**src/rtl/ram_arbiter.sv**
```systemverilog
// Two-requester arbiter for the single RAM port: 1-cycle arbitration, then owner drives mem_*.
// Owner busy follows mem_busy in ISSUE. The grant is held through a read until its data is acked.
module ram_arbiter #(
    parameter int ADDR_W   = 24,
    parameter int DATA_W   = 16,
    parameter int RR       = 1,
    parameter int HOLD_MAX = 4
) (
    input  logic              clk,
    input  logic              rst_n,
    input  logic [ADDR_W-1:0] r0_addr,
    input  logic [DATA_W-1:0] r0_wr_data,
    input  logic              r0_wr_en,
    input  logic              r0_rd_en,
    output logic              r0_busy,
    output logic              r0_rd_ready,
    input  logic              r0_rd_ack,
    output logic [DATA_W-1:0] r0_rd_data,
    input  logic [ADDR_W-1:0] r1_addr,
    input  logic [DATA_W-1:0] r1_wr_data,
    input  logic              r1_wr_en,
    input  logic              r1_rd_en,
    output logic              r1_busy,
    output logic              r1_rd_ready,
    input  logic              r1_rd_ack,
    output logic [DATA_W-1:0] r1_rd_data,
    output logic [ADDR_W-1:0] mem_addr,
    output logic [DATA_W-1:0] mem_wr_data,
    output logic              mem_wr_en,
    output logic              mem_rd_en,
    input  logic              mem_busy,
    input  logic              mem_rd_ready,
    output logic              mem_rd_ack,
    input  logic [DATA_W-1:0] mem_rd_data,
    output logic [1:0]        grant
);

    localparam int CNT_W = $clog2(HOLD_MAX + 1);
    localparam logic [CNT_W-1:0] HOLD_LIM = CNT_W'(HOLD_MAX);
    localparam logic [CNT_W-1:0] CNT_ONE  = CNT_W'(1);

    typedef enum logic [1:0] {IDLE, ISSUE, RDWAIT} state_t;

    state_t            state_q, state_d;
    logic              owner_q, owner_d;
    logic              last_owner_q, last_owner_d;
    logic [CNT_W-1:0]  hold_cnt_q, hold_cnt_d;

    logic              r0_req, r1_req;
    logic [ADDR_W-1:0] o_addr;
    logic [DATA_W-1:0] o_wr_data;
    logic              o_wr, o_rd, o_ack, o_req;
    logic [CNT_W-1:0]  hold_inc;
    logic              hold_more;

    assign r0_req     = r0_wr_en | r0_rd_en;
    assign r1_req     = r1_wr_en | r1_rd_en;
    assign o_addr     = owner_q ? r1_addr    : r0_addr;
    assign o_wr_data  = owner_q ? r1_wr_data : r0_wr_data;
    assign o_wr       = owner_q ? r1_wr_en   : r0_wr_en;
    assign o_rd       = owner_q ? r1_rd_en   : r0_rd_en;
    assign o_ack      = owner_q ? r1_rd_ack  : r0_rd_ack;
    assign o_req      = o_wr | o_rd;
    assign hold_inc   = hold_cnt_q + CNT_ONE;
    assign hold_more  = hold_inc < HOLD_LIM;
    assign r0_rd_data = mem_rd_data;
    assign r1_rd_data = mem_rd_data;

    always_comb begin
        state_d      = state_q;
        owner_d      = owner_q;
        last_owner_d = last_owner_q;
        hold_cnt_d   = hold_cnt_q;
        grant        = 2'b00;
        mem_addr     = '0;
        mem_wr_data  = '0;
        mem_wr_en    = 1'b0;
        mem_rd_en    = 1'b0;
        mem_rd_ack   = 1'b0;
        r0_busy      = 1'b1;
        r1_busy      = 1'b1;
        r0_rd_ready  = 1'b0;
        r1_rd_ready  = 1'b0;
        case (state_q)
            IDLE: begin
                if (r0_req | r1_req) begin
                    state_d    = ISSUE;
                    hold_cnt_d = '0;
                    if (RR != 0 && r0_req && r1_req) owner_d = ~last_owner_q;
                    else                             owner_d = ~r0_req;
                end
            end
            ISSUE: begin
                grant       = owner_q ? 2'b10 : 2'b01;
                mem_addr    = o_addr;
                mem_wr_data = o_wr_data;
                mem_wr_en   = o_wr;
                // a simultaneous read waits until the write has gone
                mem_rd_en   = o_rd & ~o_wr;
                if (owner_q) r1_busy = mem_busy;
                else         r0_busy = mem_busy;
                if (o_wr && !mem_busy) begin
                    hold_cnt_d = hold_inc;
                    if (!hold_more) begin
                        state_d      = IDLE;
                        last_owner_d = owner_q;
                    end
                end else if (o_rd && !mem_busy) begin
                    state_d = RDWAIT;
                end else if (!o_req) begin
                    state_d      = IDLE;
                    last_owner_d = owner_q;
                end
            end
            RDWAIT: begin
                grant       = owner_q ? 2'b10 : 2'b01;
                mem_addr    = o_addr;
                mem_wr_data = o_wr_data;
                mem_rd_ack  = o_ack & mem_rd_ready;
                if (owner_q) r1_rd_ready = mem_rd_ready;
                else         r0_rd_ready = mem_rd_ready;
                if (o_ack && mem_rd_ready) begin
                    hold_cnt_d = hold_inc;
                    if (hold_more && o_req) begin
                        state_d = ISSUE;
                    end else begin
                        state_d      = IDLE;
                        last_owner_d = owner_q;
                    end
                end
            end
            default: state_d = IDLE;
        endcase
    end

    // last_owner resets to r1 so r0 wins the first contested arbitration
    always_ff @(posedge clk or negedge rst_n) begin
        if (!rst_n) begin
            state_q      <= IDLE;
            owner_q      <= 1'b0;
            last_owner_q <= 1'b1;
            hold_cnt_q   <= '0;
        end else begin
            state_q      <= state_d;
            owner_q      <= owner_d;
            last_owner_q <= last_owner_d;
            hold_cnt_q   <= hold_cnt_d;
        end
    end

endmodule

```
**config.mk**
```make
export PLATFORM = sky130hd
export DESIGN_NAME = ram_arbiter
export DESIGN_NICKNAME = d
export VERILOG_FILES = /design/src/rtl/ram_arbiter.sv
export SDC_FILE = /design/constraint.sdc
export NUM_CORES = 1
export LEC_CHECK = 0
export BUFFER_PORTS_ARGS = -buffer_cell sky130_fd_sc_hd__buf_2
export CAP_MARGIN = 10
export CORE_MARGIN = 8
export CORE_UTILIZATION = 35
export DETAILED_ROUTE_END_ITERATION = 8
export PLACE_DENSITY_LB_ADDON = 0.12
export SLEW_MARGIN = 40
export SYNTH_ARGS = -nofsm -noshare
export SYNTH_HDL_FRONTEND = slang
export SYNTH_SLANG_ARGS = --single-unit
export TNS_END_PERCENT = 50
```
**constraint.sdc**
```tcl
create_clock -name clk -period 3.2 [get_ports clk]
set_clock_uncertainty 0.2 [all_clocks]
set_input_delay 0.64 -clock clk [delete_from_list [all_inputs] [get_ports clk]]
set_output_delay 0.64 -clock clk [all_outputs]
set_load 0.05 [all_outputs]
```
**Yosys cells after proc, flatten, opt, wreduce, memory -nomap -nowiden**

Cells that the tools add are included.
W data, S select, Z words.

- Register bits after elaboration: 7
- Latch bits: 0
- RAM bits: 0
- ROM bits: 0
- Input port bits: 106
- Output and inout port bits: 81
- Word-level logic and storage cells: 79
- Memories kept: 0

- Add/sub/neg operators: 1
- Multiply operators: 0
- Div/mod/pow operators: 0
- $lt $le $gt $ge: 1
- Equal/unequal tests: 10
- Shift-type cells: 0
- Multiplexer cells: 40
- Bitwise logic cells: 9
- Reductions and logical operators: 14

Operator list:

| operator | count |
|---|---|
| $mux W24 | 2 |
| $mux W16 | 2 |
| $mux W1 | 22 |
| $mux W2 | 8 |
| $mux W3 | 3 |
| $ne A3 B3 Y1 const B | 3 |
| $pmux W3 S3 | 1 |
| $ne A2 B2 Y1 const B | 4 |
| $reduce_and A4 Y1 | 2 |
| $pmux W2 S3 | 1 |
| $reduce_and A6 Y1 | 1 |
| $logic_and A1 B1 Y1 | 5 |
| $ne A4 B4 Y1 const B | 1 |
| $or A1 B1 Y1 | 4 |
| $add A3 B1 Y3 const B | 1 |
| $lt A3 B3 Y1 const B | 1 |
| $not A1 Y1 | 3 |
| $reduce_bool A3 Y1 | 1 |
| $and A1 B1 Y1 | 2 |
| $eq A2 B1 Y1 const B | 1 |
| $eq A2 B2 Y1 const B | 1 |
| $logic_not A2 Y1 | 1 |
| $pmux W1 S2 | 1 |
| $reduce_and A2 Y1 | 1 |
| 3 further kinds | 3 |

**Logic depth before layout (Yosys ltp)**

Gate-level depths: netlist of run 1.

- Depth after elaboration: 6
- Gate-level depth with buffers: 7
- Depth with buffers taken out: 7

**Least setup slack after synthesis of run 1**

OpenSTA, ideal clock, no wires.

- Path kind: register to output
- Start: register state_q[0]
- End: output grant[0]
- Arrival time: 1.894 ns
- Data required time: 2.360 ns
- Setup slack: 0.466 ns
- Stages on the path, launching flop included: 6
- Buffers on the path: 2
- Cell sequence: dfrtp_1 -> inv_1 -> ha_1 -> clkbuf_1 -> clkbuf_1 -> nor2b_1

- Longest elaborated chain between the ends: 3
- Elaborated cells on any way between the ends: 4
- Classes of those cells: 2 x eq/ne; 1 x mux; 1 x reduce/logical

Ends and longest elaborated chain:

| what | line | source |
|---|---|---|
| start: declaration | 44 | `state_t state_q, state_d;` |
| start signal: assignment | 144 | `state_q <= state_d;` |
| $eq A2 B2 Y1 or $eq A2 B1 Y1 (tied branches) | 84 | `case (state_q)` |
| $reduce_or A2 Y1 (no source line) (*) | - |  |
| $mux W2 (*) | - |  |
| end: declaration | 35 | `output logic [1:0] grant` |

Mark *: on every way between the ends. The rest lies on a longest branch, timed or not.

**Worst setup path after layout of run 1**

- Start: register state_q[0]
- End: output mem_addr[17]

- Longest elaborated chain between the ends: 3
- Elaborated cells on any way between the ends: 4
- Classes of those cells: 2 x eq/ne; 1 x mux; 1 x reduce/logical

Ends and longest elaborated chain:

| what | line | source |
|---|---|---|
| $eq A2 B2 Y1 or $eq A2 B1 Y1 (tied branches) | 84 |  |
| $reduce_or A2 Y1 (no source line) (*) | - |  |
| $mux W24 (*) | 84 |  |
| end: declaration | 27 | `output logic [ADDR_W-1:0] mem_addr,` |

Marked as above.

==> results of run 1 <==
[metal layers]
| layer | track usage | up-vias | wire length [um] |
|---|---|---|---|
| met5 | 0 | - | 0 |
| met2 | 0.281 | 84 | 2910 |
| met3 | 0.0439 | 15 | 457 |
| met1 | 0.162 | 714 | 2270 |
| li1 | - | 825 | - |
| met4 | 0.0367 | 0 | 51 |
[cells in the final DEF, fill, tap and decap left out, drive strengths merged, types with 3 or more instances in the layout]
cell / instances
nor2: 11
mux2: 3
inv: 6
o21ai: 3
mux2i: 42
nor2b: 43
dfrtp: 6
nand2: 9
clkbuf: 4
ha: 5
buf: 141
[critical path: cells and delay by family, from the launching register on]
| kind | cells | cell delay, ps |
|---|---|---|
| AND/OR/NAND/NOR | 1 | 200 |
| buffers and inverters | 3 | 690 |
| flip-flops | 1 | 390 |
| adder cells (fa/ha/maj) | 1 | 270 |
[report_power, final]
group | internal [W] | switching (W)
logic | 0.000739 | 0.00165
clock network | 0.0000861 | 0.0000368
registers | 0.000134 | 0.0000824
total | 0.000959 | 0.00177
[stage by stage]
step                      utilization  area, um2  instances  hold WS [ps]
after floorplan                     -       1590        195           144
after global placement          0.477       2080        345           280
after detailed placement        0.477       2080        345           287
after CTS                       0.488       2120        349          47.2
after global routing            0.488       2120        349          41.7
final                           0.488       2120        349          49.9
[cell type report]
cell class	instances	area, um2
Multi-Input combinational cell	139	1090
Timing Repair Buffer	141	726
Sequential cell	7	178
Tap cell	52	65.1
Inverter	6	22.5
Clock buffer	4	45.0
Fill cell	458	2230
[state kept, by name, indices dropped and copies added (netlist names)]
register      count
state_q           2
owner_q           1
last_owner_q      1
hold_cnt_q        3
[worst paths after layout]
path | startpoint | end | slack, ps | cells after the start
worst min-delay path | rst_n | hold_cnt_q[0]$_DFFE_PN0P_ | 50 | 1
max in group asynchronous | rst_n | last_owner_q$_DFFE_PN1P_ | 2510 | 1
min in group clk | hold_cnt_q[1]$_DFFE_PN0P_ | hold_cnt_q[1]$_DFFE_PN0P_ | 300 | 2
worst max-delay path | state_q[0]$_DFFE_PN0P_ | mem_addr[17] | 580 | 5
worst min register to register | hold_cnt_q[1]$_DFFE_PN0P_ | hold_cnt_q[1]$_DFFE_PN0P_ | 300 | 2
worst max register to register | owner_q$_DFFE_PN0P_ | state_q[1]$_DFFE_PN0P_ | 1080 | 5
[cell families after synthesis]
group / count (synthesis) / share of synthesized area
mux: 45 / 0.299
buf+inv: 49 / 0.203
xor+xnor: 1 / 0.00553
compound gates: 14 / 0.0710
fa+ha+maj: 5 / 0.0395
simple gates: 74 / 0.271
flops: 7 / 0.111
==> flow_metrics.py, run 1 <==
metrics = {
    "setup_path": {
        "worstPathMaxFanout": 46,
        "arrival_ps": 1780,
        "crit_required_ps": 2360,
        "crit_chain": "inv_1 -> ha_1 -> buf_4 -> nor2b_1 -> buf_2",
        "startpoint_type": "flip-flop",
        "end_kind": "output port",
        "crit_path_top_delay_cell": "dfrtp_1",
        "worst-setup-path-type": "reg -> out",
        "slowest_delay_ps": 390,
    },
    "yosys": {
        "async_flop_share": 1.00,
        "netlist_instances": 195,
        "synth.most_common_cell": "nor2b_1",
        "syn_area_um2": 1590,
        "synth_seq_cells": 7,
        "ys_types": 37,
        "synth_area_leaders": "mux2i_1, nor2b_1, buf_4",
        "synth-main-ff-cell": "dfrtp_1",
        "synth_top_area_share": 0.259,
        "synth_top_area_cell": "mux2i_1",
        "postSynthNetCount": 306,
        "synth_edf_count": 0,
        "ys_warn_count": 0,
        "yosysSeqAreaShare": 0.111,
        "synth_commonest_cells": "nor2b_1, mux2i_1, buf_4",
        "syn_avg_cell_area_um2": 8.13,
    },
    "power_and_ir_drop": {
        "finalPower_w": 0.00273,
        "p_leak_nw": 1.26,
        "ir_drop_mv": 0.629,
        "cellPowerDensity_nw_per_um2": 1290,
    },
    "clock_network": {
        "root_buffer": "clkbuf_8",
        "cts_buffers": 3,
        "clkTransAtPathRegs_ps": 40,
        "cts_tree": "yes",
        "clk_latency_ps": 220,
        "htreeDepth": 1,
        "clkSinkCount": 7,
        "clk_path_buf_depth": 2,
        "cts_resized": 0,
        "ctsHoldBuffers": 0,
        "cts_setup_buffers": 0,
    },
    "floorplanning": {
        "dieArea_um2": 6940,
        "core_um2": 4350,
        "start_util": 0.364,
        "rows": 24,
        "die_w_um": 83.3,
        "ios": 187,
        "die-height_um": 83.3,
    },
    "sta": {
        "hold_viol": 0,
        "setup_slack_ps": 581,
        "max_slew_margin": 0.658,
        "worst_pin_slew_ps": 513,
        "max_freq_mhz": 382,
        "report.final.slew_viol_count": 0,
        "period_needed_ps": 2620,
        "rsz0062_at_grt": "false",
        "finalSetupTns_ps": 0,
        "final-setup-viol-count": 0,
        "period_share": 0.818,
    },
    "drt": {
        "vias": 1638,
        "antenna_left": 0,
        "drtIter0Drc": 25,
        "drc": 0,
        "avgViaCountPerCell": 4.69,
        "wl_um": 5680,
        "dr.pass1.iters": 2,
        "wl_per_cell_um": 16.3,
    },
    "cells_and_area": {
        "final_layout_size_suffix_gt1_frac": 0.532,
        "final_nets": 409,
        "n_antenna_cell": 0,
        "area_growth_pct": 33.9,
    },
    "placed_design": {
        "port-buffer-count": 138,
        "gp_congestion": 0.743,
        "dpl.hpwl_um": 4830,
        "pre_cts_ws_ps": 797,
    },
    "grt": {
        "grt_pass1_vias": 1707,
        "grt_pass1_wl_um": 8910,
        "track_usage": 0.151,
        "grt_max_degree": 47,
        "antenna_found_initial": 0,
        "overflow": 0,
    },
    "flow_run": {
        "maxCapViolCount": 0,
    },
    "hold_path": {
        "hp-class": "in -> async",
    },
    "status": {
        "status": "finished clean",
    },
}
Note: power is estimated with default switching activity, not from simulation.
==> run 2: changes to the inputs <==
--- a/config.mk
+++ b/config.mk
@@ -8,7 +8,7 @@
 export BUFFER_PORTS_ARGS = -buffer_cell sky130_fd_sc_hd__buf_2
 export CAP_MARGIN = 10
 export CORE_MARGIN = 8
-export CORE_UTILIZATION = 35
+export CORE_UTILIZATION = 34
 export DETAILED_ROUTE_END_ITERATION = 8
 export PLACE_DENSITY_LB_ADDON = 0.12
 export SLEW_MARGIN = 40
==> constraint.sdc (replaced) <==
create_clock -name clk -period 2.68 [get_ports clk]
set_clock_uncertainty 0.2 [all_clocks]
set_input_delay 0.536 -clock clk [delete_from_list [all_inputs] [get_ports clk]]
set_output_delay 0.536 -clock clk [all_outputs]
set_load 0.05 [all_outputs]
==> run 2 against run 1 <==
First-iteration DRC count is 48% higher; critical path depth stayed put; combinational power grew 23%; non-clock buffer count rose by 1; design area grew 1.4%; die area increased by 2.4%; sequential share of layout area shrank 0.11 points; clock-buffer cell count down 1; total power rose by 20%; worst hold slack better by 240 ps; critical path type unchanged.
==> flow_metrics.py, run 2 (synthesis results as in run 1) <==
metrics = {
    "grt": {
        "grtUsageMet3": 0.0387,
        "grt_max_degree": 40,
        "overflow": 0,
        "gr-usage-met1": 0.153,
        "grt-busiest-layer": "met2",
        "grtUsageMet2": 0.247,
        "antenna_found_initial": 0,
        "grt_pass1_wl_um": 8380,
        "track_usage": 0.137,
        "grt_pass1_vias": 1612,
    },
    "setup_path": {
        "r2r-start": "owner_q$_DFFE_PN0P_",
        "regToRegEndpoint": "state_q[1]$_DFFE_PN0P_",
        "reg2reg_depth": 6,
        "end_kind": "output port",
        "worst-setup-path-type": "reg -> out",
        "arrival_ps": 1730,
        "startpoint": "state_q[1]$_DFFE_PN0P_",
        "worstPathMaxFanout": 39,
        "crit_required_ps": 1940,
        "startpoint_type": "flip-flop",
        "r2r_slack_ps": 600,
    },
    "sta": {
        "period_share": 0.919,
        "report.final.slew_viol_count": 0,
        "rsz0062_at_grt": "false",
        "hold_viol": 0,
        "period_needed_ps": 2460,
        "max_freq_mhz": 406,
        "worst_pin_slew_ps": 335,
        "whs_ps": 289,
        "finalSetupTns_ps": 0,
        "final-setup-viol-count": 0,
        "setup_slack_ps": 216,
        "max_slew_margin": 0.777,
    },
    "clock_network": {
        "cts_tree": "yes",
        "clkSinkCount": 7,
        "root_buffer": "clkbuf_8",
        "cts_setup_buffers": 0,
        "clkTransAtPathRegs_ps": 40,
        "cts_buffers": 3,
        "htreeDepth": 1,
        "clk_latency_ps": 230,
        "clk_path_buf_depth": 2,
    },
    "power_and_ir_drop": {
        "cellPowerDensity_nw_per_um2": 1530,
        "p_leak_nw": 1.27,
        "finalPower_w": 0.00329,
        "ir_drop_mv": 0.740,
    },
    "hold_path": {
        "holdPathStages": 2,
        "hold_end": "hold_cnt_q[1]$_DFFE_PN0P_",
        "worstHoldStart": "hold_cnt_q[1]$_DFFE_PN0P_",
        "hp-class": "reg -> reg",
    },
    "drt": {
        "dr.pass1.iters": 4,
        "wl_per_cell_um": 15.2,
        "avgViaCountPerCell": 4.74,
        "wl_um": 5340,
        "drtIter0Drc": 37,
        "vias": 1668,
        "antenna_left": 0,
        "drc": 0,
    },
    "cells_and_area": {
        "nFillCells": 477,
        "post-route-util": 0.468,
        "largest_reg_flops": 3,
        "largest-register": "hold_cnt_q",
        "top_regs": "hold_cnt_q x3, state_q x2",
        "n_antenna_cell": 0,
        "final_cell_mix": "buf_2, nor2b_1, mux2i_1",
        "area_growth_pct": 35.8,
        "final_layout_size_suffix_gt1_frac": 0.537,
        "final_common_cell": "buf_2",
        "final_nets": 410,
    },
    "floorplanning": {
        "start_util": 0.345,
        "core_um2": 4600,
        "ios": 187,
        "die_w_um": 84.3,
        "dieArea_um2": 7100,
        "rows": 25,
        "die-height_um": 84.3,
    },
    "flow_run": {
        "maxCapViolCount": 0,
    },
    "status": {
        "status": "finished clean",
    },
    "placed_design": {
        "pre_cts_ws_ps": 380,
        "port-buffer-count": 138,
        "dpl.hpwl_um": 4650,
        "gp_congestion": 0.811,
    },
}
run 2: changes by cell type in the layout (fill, tap and decap cells not counted):
cell	change
buf_4	-1
ha_1	-1
clkinv_2	+1
clkbuf_1	-1
dlygate4sd3_1	+1
buf_12	+1
ha_2	+1
run 2: report_power, final:
| group | switching [W] | leakage (nW) | internal [W] | total [W] |
|---|---|---|---|---|
| clock | 0.0000449 | 0.0255 | 0.000101 | 0.000145 |
| combinational | 0.00200 | 1.16 | 0.000923 | 0.00293 |
| sequential | 0.0000529 | 0.0848 | 0.000161 | 0.000214 |
run 2: through the flow:
stage | instance area (um2) | instances
2_1_floorplan | 1590 | 195
3_3_place_gp | 2090 | 347
3_5_place_dp | 2090 | 347
4_1_cts | 2150 | 352
5_1_grt | 2150 | 352
6_report | 2150 | 352
run 2: layout make-up:
type / instances / area, um2 / share of cell area
clock buffers: 3 / 41.3 / 0.0192
clock inverters: 1 / 5.00 / 0.00233
inverters: 6 / 22.5 / 0.0105
multi-input cells: 139 / 1090 / 0.506
flip-flops and latches: 7 / 178 / 0.0826
well taps: 54 / 67.6 / 0.0314
repair buffers: 142 / 748 / 0.348
run 2: how the worst max path moves through the flow:
| stage | cells past startpoint | to | slack [ps] |
|---|---|---|---|
| finish | 5 | mem_addr[0] | 220 |
| global route | 5 | mem_wr_data[6] | 50 |
| CTS | 5 | mem_wr_data[6] | 140 |
| detailed placement | 5 | mem_addr[0] | 380 |
| global placement | 5 | mem_wr_data[4] | 400 |
| floorplan | 5 | grant[0] | 50 |
run 2: metal layers:
layer | routed length [um] | share of wire
met2 | 2680 | 0.50
met4 | 80 | 0.015
met5 | 0 | 0
met1 | 2090 | 0.39
met3 | 486 | 0.091
run 2: critical path: stages (launching register included):
cell and delay (ps):
dfrtp_1 380, inv_1 80, ha_2 420, buf_12 190
nor2b_1 140, buf_2 270
run 2: what timing repair did:
| item | in CTS | in global routing |
|---|---|---|
| endpoints found under the hold margin | 6 | 0 |
| hold buffers | 1 | 0 |
| gates resized for setup | 0 | 1 |
| setup endpoints to repair | 0 | 1 |
==> run 3: changes to the inputs <==
==> constraint.sdc (replaced) <==
create_clock -name clk -period 2.68 [get_ports clk]
set_clock_uncertainty 0.2 [all_clocks]
set_input_delay 0.536 -clock clk [delete_from_list [all_inputs] [get_ports clk]]
set_output_delay 0.536 -clock clk [all_outputs]
set_load 0.01 [all_outputs]
==> run 3 against run 2 <==
First-iteration DRC count decreased by 65%; clock-buffer cell count increased by 1; utilization decreased by 0.082 points; register-to-register slack improved by 110 ps; critical path type unchanged.
==> flow_metrics.py, run 3 (synthesis results as in run 1) <==
metrics = {
    "grt": {
        "overflow": 0,
        "track_usage": 0.136,
        "grt_pass1_vias": 1628,
        "grt_pass1_wl_um": 8270,
        "antenna_found_initial": 0,
        "grt_max_degree": 35,
    },
    "drt": {
        "avgViaCountPerCell": 4.69,
        "wl_um": 5270,
        "vias": 1651,
        "drtIter0Drc": 13,
        "wl_per_cell_um": 15.0,
        "drc": 0,
        "dr.pass1.iters": 3,
        "antenna_left": 0,
    },
    "floorplanning": {
        "die-height_um": 84.3,
        "start_util": 0.345,
        "core_um2": 4600,
        "die_w_um": 84.3,
        "rows": 25,
        "ios": 187,
        "dieArea_um2": 7100,
    },
    "clock_network": {
        "clk_path_buf_depth": 2,
        "cts_buffers": 3,
        "root_buffer": "clkbuf_8",
        "clkSinkCount": 7,
        "clk_latency_ps": 220,
        "htreeDepth": 1,
        "cts_tree": "yes",
        "clkTransAtPathRegs_ps": 40,
    },
    "power_and_ir_drop": {
        "p_leak_nw": 1.27,
        "cellPowerDensity_nw_per_um2": 1020,
        "ir_drop_mv": 0.554,
        "finalPower_w": 0.00220,
    },
    "setup_path": {
        "cp_top_family": "adder cells",
        "worstPathMaxFanout": 34,
        "worst-setup-path-type": "reg -> out",
        "crit_chain": "inv_1 -> ha_1 -> buf_12 -> nor2b_1 -> buf_2",
        "slowest_delay_ps": 530,
        "arrival_ps": 1790,
        "end_kind": "output port",
        "cp_num_buf_inv": 3,
        "startpoint_type": "flip-flop",
        "crit_required_ps": 1940,
        "crit_path_top_delay_cell": "ha_1",
    },
    "sta": {
        "final-setup-viol-count": 0,
        "worst_pin_slew_ps": 388,
        "report.final.slew_viol_count": 0,
        "period_needed_ps": 2530,
        "hold_viol": 0,
        "max_slew_margin": 0.741,
        "period_share": 0.944,
        "max_freq_mhz": 395,
        "finalSetupTns_ps": 0,
        "rsz0062_at_grt": "false",
    },
    "placed_design": {
        "port-buffer-count": 138,
        "gp_congestion": 0.757,
        "dpl.hpwl_um": 4560,
    },
    "status": {
        "status": "finished clean",
    },
    "cells_and_area": {
        "n_antenna_cell": 0,
        "largest_reg_flops": 3,
        "final_layout_size_suffix_gt1_frac": 0.530,
        "top_regs": "hold_cnt_q x3, state_q x2",
        "final_cell_mix": "buf_2, nor2b_1, mux2i_1",
        "final_common_cell": "buf_2",
        "final_nets": 410,
        "largest-register": "hold_cnt_q",
        "area_growth_pct": 35.5,
    },
    "flow_run": {
        "maxCapViolCount": 0,
    },
    "hold_path": {
        "hp-class": "reg -> reg",
    },
}
run 3: cell types whose count changed in the layout (fill, tap and decap cells not counted):
cell / delta
clkbuf_1: +1
clkinv_2: -1
ha_1: +1
ha_2: -1
run 3: tightest hold or removal path, delay by kind of cell (launching register included):
kind | cells | cell delay, ps
DFF | 1 | 330
AOI/OAI and AO/OA | 1 | 70
and+or+nand+nor | 1 | 50
run 3: stage by stage:
stage	util	setup slack (ps)	instance area, um2	hold WS, ps	std cells
finish	0.467	150	2150	289	352
global route	0.467	11.9	2150	309	352
CTS	0.467	125	2150	294	352
detailed placement	0.455	383	2090	180	347
global placement	0.455	402	2090	178	347
floorplan	-	562	1590	40.4	195
run 3: path summary, 6_finish.rpt:
check / from / end / slack [ps] / depth (start not counted)
setup / recovery: state_q[0]$_DFFE_PN0P_ / mem_addr[14] / 150 / 5
hold / removal: hold_cnt_q[1]$_DFFE_PN0P_ / hold_cnt_q[1]$_DFFE_PN0P_ / 290 / 2
setup reg to reg: owner_q$_DFFE_PN0P_ / state_q[0]$_DFFE_PN0P_ / 710 / 5
hold reg to reg: hold_cnt_q[1]$_DFFE_PN0P_ / hold_cnt_q[1]$_DFFE_PN0P_ / 290 / 2
max in group asynchronous: rst_n / last_owner_q$_DFFE_PN1P_ / 1580 / 2
min in group asynchronous: rst_n / hold_cnt_q[0]$_DFFE_PN0P_ / 470 / 2
run 3: layout make-up:
cell class / instances / area, um2
sequential: 7 / 178
multi-input combinational: 139 / 1090
fill: 460 / 2450
clock buffer: 4 / 45.0
timing repair buffer: 142 / 748
tap: 54 / 67.6
inverter: 6 / 22.5
run 3: power by group:
part	switching, W	total [W]	internal (W)
Sequential	0.0000743	0.000235	0.000161
Combinational	0.000909	0.00182	0.000912
Clock	0.0000408	0.000143	0.000102
run 3: metal layers:
| metal | track usage | up-vias | wire, um |
|---|---|---|---|
| met3 | 0.0523 | 9 | 513 |
| met2 | 0.249 | 86 | 2650 |
| met1 | 0.144 | 731 | 2070 |
| met5 | 0 | - | 0 |
| li1 | - | 825 | - |
| met4 | 0.0220 | 0 | 34 |
run 3: what timing repair did:
item	4_1_cts	5_1_grt
buffers inserted	0	0
gates resized for setup	0	0
endpoints found under the hold margin	6	0
hold buffers	1	0
